$ cat config.mk
export PLATFORM = sky130hd
export DESIGN_NAME = flit_serializer
export DESIGN_NICKNAME = d
export VERILOG_FILES = /design/src/rtl/flit_serializer.sv
export SDC_FILE = /design/constraint.sdc
export NUM_CORES = 1
export LEC_CHECK = 0
export ABC_AREA = 1
export BUFFER_PORTS_ARGS = -buffer_cell sky130_fd_sc_hd__buf_2
export CORE_MARGIN = 5
export CORE_UTILIZATION = 55
export DETAILED_ROUTE_END_ITERATION = 8
export PLACE_DENSITY = 0.79
export SYNTH_ARGS = -nofsm -noshare
export SYNTH_HDL_FRONTEND = slang
export SYNTH_SLANG_ARGS = --single-unit
$ cat constraint.sdc
create_clock -name clk -period 2.15 [get_ports clk]
set_clock_uncertainty 0.15 [all_clocks]
set_input_delay 0.1075 -clock clk [delete_from_list [all_inputs] [get_ports clk]]
set_output_delay 0.1075 -clock clk [all_outputs]
set_load 0.05 [all_outputs]
$ cat src/rtl/flit_serializer.sv
// flit_serializer: frames each popped flit as SYNC_BYTE, flit bytes MSB-first, then an XOR checksum byte.
package types;
    typedef struct packed {
        logic [7:0] src_id;
        logic [7:0] dst_id;
    } header_t;
    typedef struct packed {
        header_t     header;
        logic [31:0] payload;
    } flit_t;
endpackage

module flit_serializer
    import types::*;
#(
    parameter logic [7:0] SYNC_BYTE = 8'h7E,
    parameter int         NUM_BYTES = $bits(flit_t) / 8
) (
    input  logic       clk,
    input  logic       rst,
    input  flit_t      poped_flit,
    input  logic       poped_flit_valid,
    output logic       poped_flit_ready,
    output logic [7:0] tx_byte,
    output logic       tx_byte_valid,
    input  logic       tx_byte_ready,
    output logic       busy
);
    localparam int IW = $clog2(NUM_BYTES) + 1;

    typedef enum logic [1:0] {IDLE, SYNC, DATA, CSUM} state_t;

    state_t        state, state_n;
    flit_t         flit_q, flit_n;
    logic [IW-1:0] idx, idx_n;
    logic [7:0]    csum, csum_n;
    logic [7:0]    tx_n;
    logic          txv_n;
    logic          xfer;

    // Shift-based select keeps every index bit in use whatever NUM_BYTES is.
    function automatic logic [7:0] byte_at(input flit_t f, input logic [IW-1:0] k);
        logic [8*NUM_BYTES-1:0] s;
        s = f >> {k, 3'b000};
        return s[7:0];
    endfunction

    assign poped_flit_ready = (state == IDLE) && !rst;
    assign busy             = (state != IDLE);
    assign xfer             = tx_byte_valid && tx_byte_ready;

    always_comb begin
        state_n = state;
        flit_n  = flit_q;
        idx_n   = idx;
        csum_n  = csum;
        tx_n    = tx_byte;
        txv_n   = tx_byte_valid;
        case (state)
            IDLE: if (poped_flit_valid && poped_flit_ready) begin
                state_n = SYNC;
                flit_n  = poped_flit;
                idx_n   = '0;
                csum_n  = 8'h00;
                tx_n    = SYNC_BYTE;
                txv_n   = 1'b1;
            end
            SYNC: if (xfer) begin
                state_n = DATA;
                idx_n   = IW'(NUM_BYTES - 1);
                tx_n    = byte_at(flit_q, IW'(NUM_BYTES - 1));
            end
            DATA: if (xfer) begin
                csum_n  = csum ^ tx_byte;
                state_n = (idx == '0) ? CSUM : DATA;
                idx_n   = (idx == '0) ? idx : idx - 1'b1;
                tx_n    = (idx == '0) ? (csum ^ tx_byte) : byte_at(flit_q, idx - 1'b1);
            end
            CSUM: if (xfer) begin
                state_n = IDLE;
                tx_n    = 8'h00;
                txv_n   = 1'b0;
            end
            default: state_n = IDLE;
        endcase
    end

    always_ff @(posedge clk) begin
        if (rst) begin
            state         <= IDLE;
            flit_q        <= '0;
            idx           <= '0;
            csum          <= 8'h00;
            tx_byte       <= 8'h00;
            tx_byte_valid <= 1'b0;
        end else begin
            state         <= state_n;
            flit_q        <= flit_n;
            idx           <= idx_n;
            csum          <= csum_n;
            tx_byte       <= tx_n;
            tx_byte_valid <= txv_n;
        end
    end
endmodule
==> reports/metrics.yaml <==
outcome:
  status: "complete, but fails checks"
  violations: "design-rule violations"
synth:
  yosys.area_share.adder: 0.02590
  yosys_warnings: 0
  synth.ff_latch_count: 71
  syn_area_per_cell_sq_um: 7.017
  synthDistinctLibCells: 29
  synthSimpleGateAreaFrac: 0.2734
  synthMuxAreaShare: 0
  netlist_instances: 482
  syn_nets: 541
  synth_top_family_by_area: "simple AND/OR/NAND/NOR gates"
  syn_area_sq_um: 3382
  synth-seq-area-share: 0.4203
  synth_compound_area_frac: 0.1783
  synth-xor-area-share: 0.02331
die:
  row_count: 28
  core_area_sq_um: 5956
  pin_count: 63
  start_util: 0.5679
  die_area_sq_um: 7817
  die_x_microns: 88.42
  die_y_microns: 88.42
power_and_ir_drop:
  leakage_nw: 2.047
  pwr-share-seq: 0.353
  intPower_mw: 2.905
  power.density_nw_per_um2: 1095
  comb_power_share: 0.397
  switchingPower_mw: 2.002
  total_power_mw: 4.907
  sw_frac_of_total: 0.4079
  peakVddDrop_mv: 0.7536
  pwr-share-clk: 0.250
grt:
  grt_pass1_vias: 3586
  busiest_layer: "met2"
  grt_start_max_net_pins: 60
  antenna_found_initial: 0
  use_met2: 0.4759
  overflow: 0
  use_met3: 0.04935
  grt_pass1_wl_microns: 16220
  grtUsageTotal: 0.2684
  use_met1: 0.3149
clock_tree:
  clk_latency_ns: 0.35
  cts_buffers: 9
  root_buffer: "clkbuf_8"
  cts_sinks: 71
  post-cts-setup-buffers: 0
  clk_pin_slew_worst_paths_ns: 0.08
  clockBufferDepth: 2
  cts_tree: "built"
  h-tree-depth: 3
critical_path:
  critPathKind: "flop to flop"
  crit_top_cell: "inv_1"
  endpoint_kind: "flop"
  critPathSlowestCell: "dfxtp_1"
  critPathMaxFanout: 16
  path_cells: "inv_1 > ha_1 > nand3_2 > buf_4 > inv_1 > a21oi_4 > nand2_1 > a21oi_1"
  worstSetupStartpointType: "flop"
  arrival_ns: 2.17
  slowest_delay_ns: 0.42
  cp.required_ns: 2.28
routing:
  wl_microns: 9898
  drt.antenna.violating_nets: 0
  drc: 2
  via_per_inst: 5.399
  drt_pass1_iterations: 8
  dr_total_vias: 3617
  wl_per_cell_microns: 14.77
  drt_iter0_markers: 326
timing:
  setup_violations: 0
  fin_hold_ws_ns: 0.03803
  fin_crit_sh: 0.9483
  slew_headroom: 0.6217
  drv_slew: 0
  finalCriticalPeriod_ns: 2.039
  rsz0062_at_grt: "yes"
  hold_viol_final: 0
  tightest_slew_ns: 0.5675
  max_freq_ghz: 0.4905
final_layout:
  syn_to_final_growth_pct: 32.56
  drive_gt1_frac: 0.1785
  layout.nets: 648
worst_hold_path:
  hold_path.class: "primary input to flop"
placement:
  io_buffer_count: 62
  dp_hpwl_microns: 6176
  gp_congestion: 0.8951
run:
  cap_viol_max_count: 0
==> cell families after synthesis <==
logic type | Yosys count
adders and majority gates | 7
buffers and inverters | 66
and+or+nand+nor | 213
DFF | 71
AOI/OAI and AO/OA | 116
xor gates and xnor gates | 9
==> timing repair <==
| action | CTS | global route |
|---|---|---|
| gates resized for setup | 0 | 4 |
| hold endpoints to repair | 49 | 0 |
| hold buffers | 49 | 0 |
| setup endpoints to repair | 0 | 8 |
==> Yosys cell counts, drive strengths merged <==
cell,number,area (sq um)
nand2,129,489.2
dfxtp,71,1421
o21ai,62,310.3
nand3,50,265.3
a21oi,47,246.5
inv,42,157.6
nor2,29,136.4
buf,12,63.80
clkbuf,12,45.04
ha,7,87.58
xnor2,7,61.31
o22ai,4,25.02
nor3,3,20.02
xor2,2,17.52
a22oi,1,7.510
a31oi,1,6.260
nand3b,1,7.510
o211ai,1,7.510
or2,1,6.260
==> cell type report <==
cell class              instances  area (sq um)
fillers                       469          1473
clock buffers                  10         137.6
multi-input cells             345          1707
flip-flops and latches         71          1421
clock inverters                 6         92.59
well taps                      75         93.84
inverters                      42         160.2
repair buffers                120         868.3
diodes                          1         2.502
==> flip-flops by register name, indices dropped and copies added (netlist names) <==
name / cells
state: 2
csum: 8
tx_byte_valid: 1
idx: 4
tx_byte: 8
flit_q: 48
==> final timing paths <==
path,depth (start not counted),endpoint,slack (ns),from
max,8,csum[2],0.11,state[0]
min,4,tx_byte_valid,0.04,tx_byte_ready
max reg2reg,8,csum[2],0.11,state[0]
min reg2reg,2,flit_q[12],0.30,flit_q[12]
==> power groups by stage <==
stage                     Sequential [mW]  Clock, mW  Combinational [mW]
after floorplan                      1.86          0                1.24
after global placement               1.75          0                1.77
after detailed placement             1.76          0                1.81
after CTS                            1.73       1.24                1.88
after global routing                 1.76       1.30                2.17
final                                1.73       1.23                1.95
==> cell usage in the layout (no fill, tap or decap), types with 3 or more instances in the layout <==
| master | instances |
|---|---|
| nand2_1 | 127 |
| dfxtp_1 | 71 |
| buf_2 | 62 |
| o21ai_0 | 58 |
| dlygate4sd3_1 | 49 |
| nand3_1 | 47 |
| a21oi_1 | 46 |
| inv_1 | 38 |
| nor2_1 | 24 |
| clkbuf_8 | 10 |
| buf_4 | 9 |
| xnor2_1 | 7 |
| ha_1 | 5 |
| o21ai_1 | 4 |
| o22ai_1 | 4 |
| inv_2 | 3 |
| nor2_4 | 3 |
==> stage by stage <==
stage	instance area, sq um	std cells	setup slack [ns]	util	setup TNS (ns)
3_5_place_dp	3745	604	0.08508	0.6288	0
2_1_floorplan	3382	482	0.2079	-	0
4_1_cts	4466	669	0.06992	0.7498	0
5_1_grt	4481	669	-0.02912	0.7523	-0.05116
3_3_place_gp	3745	604	0.1166	0.6288	0
6_report	4483	670	0.1112	0.7527	0
==> critical path, delay by kind of cell, from the launching register on <==
| family | cells | cell delay [ns] |
|---|---|---|
| fa+ha+maj | 1 | 0.27 |
| simple gates | 2 | 0.25 |
| flops | 1 | 0.42 |
| compound gates | 2 | 0.43 |
| buf+inv | 3 | 0.45 |
==> layer usage <==
layer  vias up  wire length [microns]  share of wire
li1       1798                      -              -
met4         0                    323          0.033
met5         -                      0              0
met1      1651                   4092           0.41
met3        30                    530          0.054
met2       138                   4952           0.50
Power figures use the tool's default switching activity.
